`config.mk`:
```
export PLATFORM = sky130hd
export DESIGN_NAME = program_loader
export DESIGN_NICKNAME = d
export VERILOG_FILES = /design/src/rtl/program_loader.sv
export SDC_FILE = /design/constraint.sdc
export NUM_CORES = 1
export LEC_CHECK = 0
export CAP_MARGIN = 20
export CORE_MARGIN = 2
export CORE_UTILIZATION = 40
export DETAILED_ROUTE_END_ITERATION = 10
export GPL_TIMING_DRIVEN = 0
export SLEW_MARGIN = 20
export SYNTH_ARGS = -nofsm -noshare
export SYNTH_HDL_FRONTEND = slang
export SYNTH_SLANG_ARGS = --single-unit
```
`constraint.sdc`:
```
create_clock -name clk_i -period 2.02 [get_ports clk_i]
set_input_delay 0.606 -clock clk_i [delete_from_list [all_inputs] [get_ports clk_i]]
set_output_delay 0.606 -clock clk_i [all_outputs]
set_load 0.01 [all_outputs]
```
`src/rtl/program_loader.sv`:
```
// program_loader: boot loader that assembles big-endian words from a host byte stream into instruction memory.
// Optional build macro LOADER_CHECKSUM_EN adds a trailing XOR checksum byte and the ERROR outcome.
`default_nettype none

module program_loader #(
    parameter int ADDR_W = 8,
    parameter int WORD_W = 32
) (
    input  logic              clk_i,
    input  logic              rst_ni,
    input  logic              start_i,
    input  logic              byte_valid_i,
    input  logic [7:0]        byte_data_i,
    output logic              byte_ready_o,
    output logic              mem_we_o,
    output logic [ADDR_W-1:0] mem_addr_o,
    output logic [WORD_W-1:0] mem_wdata_o,
    output logic              cpu_rst_o,
    output logic              cpu_enable_o,
    output logic              busy_o,
    output logic              done_o,
    output logic              error_o
);

    localparam int BPW  = WORD_W / 8;
    localparam int BC_W = (BPW > 1) ? $clog2(BPW) : 1;
    localparam logic [BC_W-1:0] LAST_BYTE = BC_W'(BPW - 1);

    typedef enum logic [2:0] {
        S_IDLE   = 3'd0,
        S_HEADER = 3'd1,
        S_DATA   = 3'd2,
        S_FLUSH  = 3'd3,
        S_RUN    = 3'd4,
        S_ERROR  = 3'd5
`ifdef LOADER_CHECKSUM_EN
        , S_CHECK = 3'd6
`endif
    } state_e;

    state_e state_q, state_d;

    logic              byte_ready_q, mem_we_q, cpu_run_q, busy_q;
    logic [ADDR_W-1:0] mem_addr_q;
    logic [WORD_W-1:0] mem_wdata_q;
    logic [WORD_W-1:0] asm_q;
    logic [8:0]        count_q;
    logic [8:0]        word_idx_q;
    logic [BC_W-1:0]   byte_cnt_q;

    logic              accept;
    logic              word_end;
    logic              last_word;
    logic [WORD_W-1:0] asm_d;

    assign accept    = byte_ready_q & byte_valid_i;
    assign word_end  = (byte_cnt_q == LAST_BYTE);
    assign last_word = (word_idx_q == (count_q - 9'd1));
    assign asm_d     = (asm_q << 8) | WORD_W'(byte_data_i);

`ifdef LOADER_CHECKSUM_EN
    logic [7:0] xor_q;
    logic       error_q;
`endif

    always_ff @(posedge clk_i or negedge rst_ni) begin
        if (!rst_ni) begin
            state_q <= S_IDLE;
        end else begin
            state_q <= state_d;
        end
    end

    always_comb begin
        state_d = state_q;
        case (state_q)
            S_IDLE:   if (start_i) state_d = S_HEADER;
            S_HEADER: if (accept) state_d = S_DATA;
            S_DATA: begin
                if (accept && word_end && last_word) begin
`ifdef LOADER_CHECKSUM_EN
                    state_d = S_CHECK;
`else
                    state_d = S_FLUSH;
`endif
                end
            end
`ifdef LOADER_CHECKSUM_EN
            S_CHECK: begin
                if (accept) state_d = (byte_data_i == xor_q) ? S_FLUSH : S_ERROR;
            end
`endif
            S_FLUSH:  state_d = S_RUN;
            S_RUN:    if (start_i) state_d = S_HEADER;
            S_ERROR:  if (start_i) state_d = S_HEADER;
            default:  state_d = S_IDLE;
        endcase
    end

    // Status outputs are flopped from the next state so they line up with state_q.
    always_ff @(posedge clk_i or negedge rst_ni) begin
        if (!rst_ni) begin
            byte_ready_q <= 1'b0;
            busy_q       <= 1'b0;
            cpu_run_q    <= 1'b0;
        end else begin
            byte_ready_q <= (state_d == S_HEADER) || (state_d == S_DATA)
`ifdef LOADER_CHECKSUM_EN
                            || (state_d == S_CHECK)
`endif
                            ;
            busy_q       <= (state_d == S_HEADER) || (state_d == S_DATA) || (state_d == S_FLUSH)
`ifdef LOADER_CHECKSUM_EN
                            || (state_d == S_CHECK)
`endif
                            ;
            cpu_run_q    <= (state_d == S_RUN);
        end
    end

    always_ff @(posedge clk_i or negedge rst_ni) begin
        if (!rst_ni) begin
            mem_we_q    <= 1'b0;
            mem_addr_q  <= '0;
            mem_wdata_q <= '0;
            asm_q       <= '0;
            count_q     <= '0;
            word_idx_q  <= '0;
            byte_cnt_q  <= '0;
        end else begin
            mem_we_q <= 1'b0;
            if (accept && (state_q == S_HEADER)) begin
                count_q    <= {1'b0, byte_data_i} + 9'd1;
                word_idx_q <= '0;
                byte_cnt_q <= '0;
            end else if (accept && (state_q == S_DATA)) begin
                asm_q <= asm_d;
                if (word_end) begin
                    mem_we_q    <= 1'b1;
                    mem_addr_q  <= word_idx_q[ADDR_W-1:0];
                    mem_wdata_q <= asm_d;
                    word_idx_q  <= word_idx_q + 9'd1;
                    byte_cnt_q  <= '0;
                end else begin
                    byte_cnt_q <= byte_cnt_q + 1'b1;
                end
            end
        end
    end

`ifdef LOADER_CHECKSUM_EN
    // Running XOR seeds with the header byte and folds in every payload byte.
    always_ff @(posedge clk_i or negedge rst_ni) begin
        if (!rst_ni) begin
            xor_q   <= 8'd0;
            error_q <= 1'b0;
        end else begin
            error_q <= (state_d == S_ERROR);
            if (accept && (state_q == S_HEADER)) begin
                xor_q <= byte_data_i;
            end else if (accept && (state_q == S_DATA)) begin
                xor_q <= xor_q ^ byte_data_i;
            end
        end
    end
    assign error_o = error_q;
`else
    assign error_o = 1'b0;
`endif

    assign byte_ready_o = byte_ready_q;
    assign mem_we_o     = mem_we_q;
    assign mem_addr_o   = mem_addr_q;
    assign mem_wdata_o  = mem_wdata_q;
    assign cpu_rst_o    = cpu_run_q;
    assign cpu_enable_o = cpu_run_q;
    assign busy_o       = busy_q;
    assign done_o       = cpu_run_q;

endmodule

`default_nettype wire

```
Yosys cells after proc, flatten, opt, wreduce, memory -nomap -nowiden
Index checks and enable logic that the tools add are counted.
{"block": "word_totals", "reg_bits": 91, "inputBits": 12, "output_inout_bits": 47, "elab_cells": 55}
{"block": "classes", "n_addsub": 4, "eq_ne": 11, "mux": 13, "bitwise_logic": 3, "n_reduce_logical": 13}
{"cell": "$or 32x8->32", "count": 1}
{"cell": "$mux 9", "count": 3}
{"cell": "$eq 3x2->1 const B", "count": 4}
{"cell": "$pmux 3 s4", "count": 1}
{"cell": "$add 8x1->9 const B", "count": 1}
{"cell": "$add 9x1->9 const B", "count": 1}
{"cell": "$eq 3x3->1 const B", "count": 3}
{"cell": "$eq 9x9->1", "count": 1}
{"cell": "$mux 3", "count": 3}
{"cell": "$sub 9x1->9 const B", "count": 1}
{"cell": "$eq 3x1->1 const B", "count": 2}
{"cell": "$mux 2", "count": 3}
{"cell": "$logic_and 1x1->1", "count": 4}
{"cell": "$reduce_and 2->1", "count": 2}
{"cell": "$reduce_bool 2->1", "count": 2}
{"cell": "$logic_not 3->1", "count": 1}
{"cell": "$mux 1", "count": 3}
{"cell": "$reduce_and 3->1", "count": 1}
{"cell": "$reduce_or 3->1", "count": 1}
{"cell": "$add 2x1->2 const B", "count": 1}
{"cell": "$eq 2x2->1 const B", "count": 1}
{"cell": "$logic_or 1x1->1", "count": 2}
{"cell": "$and 1x1->1", "count": 1}
{"cell": "$not 1->1", "count": 1}

Longest topological paths before layout
{"block": "depth", "ltp_word": 8, "mapped_depth": 8, "depth_no_buf": 7}

Worst setup path before layout
OpenSTA, ideal clock, no wires.
{"block": "synth_timing", "path_kind": "input to register", "from": "input byte_valid_i", "to": "register asm_q[7]", "setup_ps": 125, "t_arrival_ps": 1522, "required_time_ps": 1895, "setup_slack_ps": 373, "path_stages": 5, "path_buffers": 2, "path_cell_list": "and2_1 > and2_4 > buf_6 > buf_6 > mux2_2"}
{"block": "synth_between", "elab_chain_cells": 4, "word_cells_on_any_way": 5, "cone_classes": "2 x bitwise; 3 x reduce/logical"}
{"element": "start: declaration", "line_no": "12", "text": "input logic byte_valid_i,"}
{"element": "$and 1x1->1 *", "line_no": "56", "text": "assign accept = byte_ready_q & byte_valid_i;"}
{"element": "$logic_and 1x1->1", "line_no": "132", "text": "if (accept && (state_q == S_HEADER)) begin"}
{"element": "$not 1->1 (no source line)"}
{"element": "$reduce_and 2->1 (no source line) *"}
{"element": "end signal: assignment", "line_no": "137", "text": "asm_q <= asm_d;"}
{"element": "end: declaration", "line_no": "46", "text": "logic [WORD_W-1:0] asm_q;"}
Mark *: on every way between the ends. The rest lies on a longest branch, timed or not.
A chain may end at the register's enable or synchronous reset.

Worst setup path in the final report
{"block": "layout_timing", "from": "register cpu_run_q, in the netlist cpu_enable_o", "to": "output done_o"}
{"element": "start: declaration", "line_no": "43", "text": "logic byte_ready_q, mem_we_q, cpu_run_q, busy_q;"}
{"element": "start signal: assignment", "line_no": "117", "text": "cpu_run_q <= (state_d == S_RUN);"}
{"element": "end: declaration", "line_no": "21", "text": "output logic done_o,"}
No word-level cell between the ends.

==> impl_metrics.env <==
export IMPL_diodes=0
export IMPL_yosys_register_bits=91
export IMPL_period_share=0.9629
export IMPL_clk_root_buffer_cell="clkbuf_8"
export IMPL_start_util=0.4088
export IMPL_post_place_cells=522
export IMPL_layout_common_cells="dfrtp_1, nand2_1, clkdlybuf4s50_1"
export IMPL_maxCapViolCount=0
export IMPL_finalCriticalPeriod_ns=1.945
export IMPL_setup_slack_ns=0.07486
export IMPL_antenna_found_initial=0
export IMPL_die_area_um2=10760
export IMPL_portBuffers=56
export IMPL_ys_warn_count=0
export IMPL_nets=416
export IMPL_die_y_um=103.7
export IMPL_row_count=36
export IMPL_wl_per_cell_um=14.91
export IMPL_drive_above_1_share=0.2123
export IMPL_crit_path_end_kind="output pin"
export IMPL_whs_ns=0.1580
export IMPL_layout_commonest_cell="dfrtp_1"
export IMPL_fin_worst_skew_ns=0.01136
export IMPL_p_per_area_nw_per_um2=986.8
export IMPL_drtAntennaViolNets=0
export IMPL_synth_area_leaders="dfrtp_1, mux2_2, nand2_1, xnor2_1, xor2_1"
export IMPL_tns_ns=0
export IMPL_dp_hpwl_um=5565
export IMPL_p_leak_nw=2.324
export IMPL_grt_pass1_vias=2578
export IMPL_grt_pass1_wl_um=13320
export IMPL_final_max_slew_viol_count=0
export IMPL_cts_buffer_depth=2
export IMPL_path_class="register to output pin"
export IMPL_ir_drop_uv=426.3
export IMPL_synth_cells=332
export IMPL_fin_cells=538
export IMPL_synth_area_leader_cell="dfrtp_1"
export IMPL_seq_area_frac_synth=0.5725
export IMPL_post_place_ws_ns=-0.2745
export IMPL_hold_path_class="input pin to async pin"
export IMPL_rsz0062_at_grt="false"
export IMPL_io_pins=59
export IMPL_cts_htree_levels=3
export IMPL_die_w_um=103.7
export IMPL_postCtsSetupRepairBufs=0
export IMPL_cts_sinks=91
export IMPL_stdcell_area_um2=4933
export IMPL_crit_required_ns=1.41
export IMPL_status="finished clean"
export IMPL_grt_use_total=0.1579
export IMPL_path_max_fanout=3
export IMPL_fillers=889
export IMPL_fmax_mhz=514.1
export IMPL_total_power_mw=4.869
export IMPL_syn_area_um2=3978
export IMPL_routed_wl_um=8020
export IMPL_finalHoldViolations=0
export IMPL_clk_pin_slew_worst_paths_ns=0.09
export IMPL_drtPass1Iterations=4
export IMPL_vias=2595
export IMPL_grt_max_degree=50
export IMPL_mappedNetlistNets=348
export IMPL_worstSkewPairLatency_ns=0.36
export IMPL_place_area_um2=4733
export IMPL_setup_viol=0
export IMPL_avgSynthCellArea_um2=11.98
export IMPL_core_um2=9729
export IMPL_utilization=0.5071
export IMPL_gp_congestion=0.8248
export IMPL_first_iter_violations=84
export IMPL_syn2layout_area_growth_pct=24.03
export IMPL_cp_start_kind="register"
export IMPL_cts_tree="built"
export IMPL_via_per_inst=4.823
export IMPL_drc=0
export IMPL_grt_overflow=0
export IMPL_arrival_ns=1.34
export IMPL_hold_buffers=0
export IMPL_yosysTopAreaCellShare=0.5725
export IMPL_synth_cell_types=44
export IMPL_cts_made_buffers=9
-- worst paths after layout --
kind	cells past startpoint	end	start	slack [ns]
min	1	word_idx_q[8]	rst_ni	0.16
max	2	done_o	cpu_enable_o	0.07
min reg2reg	2	mem_addr_o[2]	mem_addr_o[2]	0.49
max reg2reg	7	byte_ready_o	count_q[0]	0.28
min in group clk_i	2	mem_addr_o[2]	mem_addr_o[2]	0.49
max in group asynchronous	2	asm_q[16]	rst_ni	1.29
-- sequential cells by signal (all words and copies together), names as in the netlist --
| name | count |
|---|---|
| mem_we_o | 1 |
| busy_o | 1 |
| asm_q | 24 |
| byte_cnt_q | 2 |
| state_q | 3 |
| count_q | 9 |
| mem_addr_o | 8 |
| mem_wdata_o | 32 |
| word_idx_q | 9 |
| cpu_enable_o | 1 |
| byte_ready_o | 1 |
-- cells by family (layout without fill, tap and decap cells) --
family / after synthesis / count (layout) / synth area share
buffers and inverters: 23 / 96 / 0.04309
flip-flops: 91 / 91 / 0.5725
multiplexers: 49 / 49 / 0.1387
other: 1 / 1 / 0.0009428
AO/OA/AOI/OAI: 26 / 26 / 0.03743
adder cells (fa/ha/maj): 4 / 4 / 0.01258
XOR/XNOR: 22 / 22 / 0.04844
AND/OR/NAND/NOR: 116 / 116 / 0.1463
-- final cells by class --
class / instances / area [um2] / share of cell area
flip-flops and latches: 91 / 2277 / 0.4616
clock buffers: 10 / 127.6 / 0.02587
plain buffers: 19 / 151.4 / 0.03069
well taps: 133 / 166.4 / 0.03373
clock inverters: 6 / 71.32 / 0.01446
repair buffers: 57 / 589.3 / 0.1195
inverters: 4 / 20.02 / 0.004058
multi-input cells: 218 / 1530 / 0.3102
-- routing by layer --
| layer | vias up | global-route usage | part of all wire |
|---|---|---|---|
| li1 | 1256 | - | - |
| met1 | 1284 | 0.2220 | 0.51 |
| met2 | 40 | 0.2351 | 0.44 |
| met3 | 15 | 0.03461 | 0.030 |
| met4 | 0 | 0.07046 | 0.023 |
| met5 | - | 0 | 0 |
-- report_power, final --
group	total, mW	internal (mW)	switching [mW]
registers	2.49	2.19	0.301
clock network	1.25	0.583	0.670
logic	1.13	0.619	0.508
-- cell usage after synthesis, drive strengths merged --
| cell type | number |
|---|---|
| and2b | 2 |
| nor2 | 11 |
| a31oi | 2 |
| nand2b | 1 |
| o22ai | 1 |
| a22o | 2 |
| nor3 | 2 |
| dfrtp | 91 |
| inv | 4 |
| o21ai | 16 |
| nand3 | 11 |
| conb | 1 |
| and4 | 1 |
| and3 | 4 |
| or3 | 1 |
| o31ai | 2 |
| xnor2 | 12 |
| and3b | 1 |
| nor3b | 2 |
| nand2 | 65 |
| ha | 4 |
| nor2b | 2 |
| clkbuf | 3 |
| nor4 | 2 |
| buf | 16 |
| mux2 | 49 |
| and2 | 3 |
| or2 | 1 |
| a21oi | 2 |
| xor2 | 10 |
| nand4 | 7 |
| o211ai | 1 |
-- critical path, stage by stage, from the launching register on --
cell and delay [ns]:
dfrtp_1 0.36, buf_4 0.11, clkdlybuf4s50_1 0.52
-- what timing repair did --
| item | CTS | global route |
|---|---|---|
| resized for setup | 0 | 1 |
| hold endpoints to repair | 0 | 0 |
| setup endpoints to repair | 0 | 4 |
Note: power is estimated with default switching activity, not from simulation.
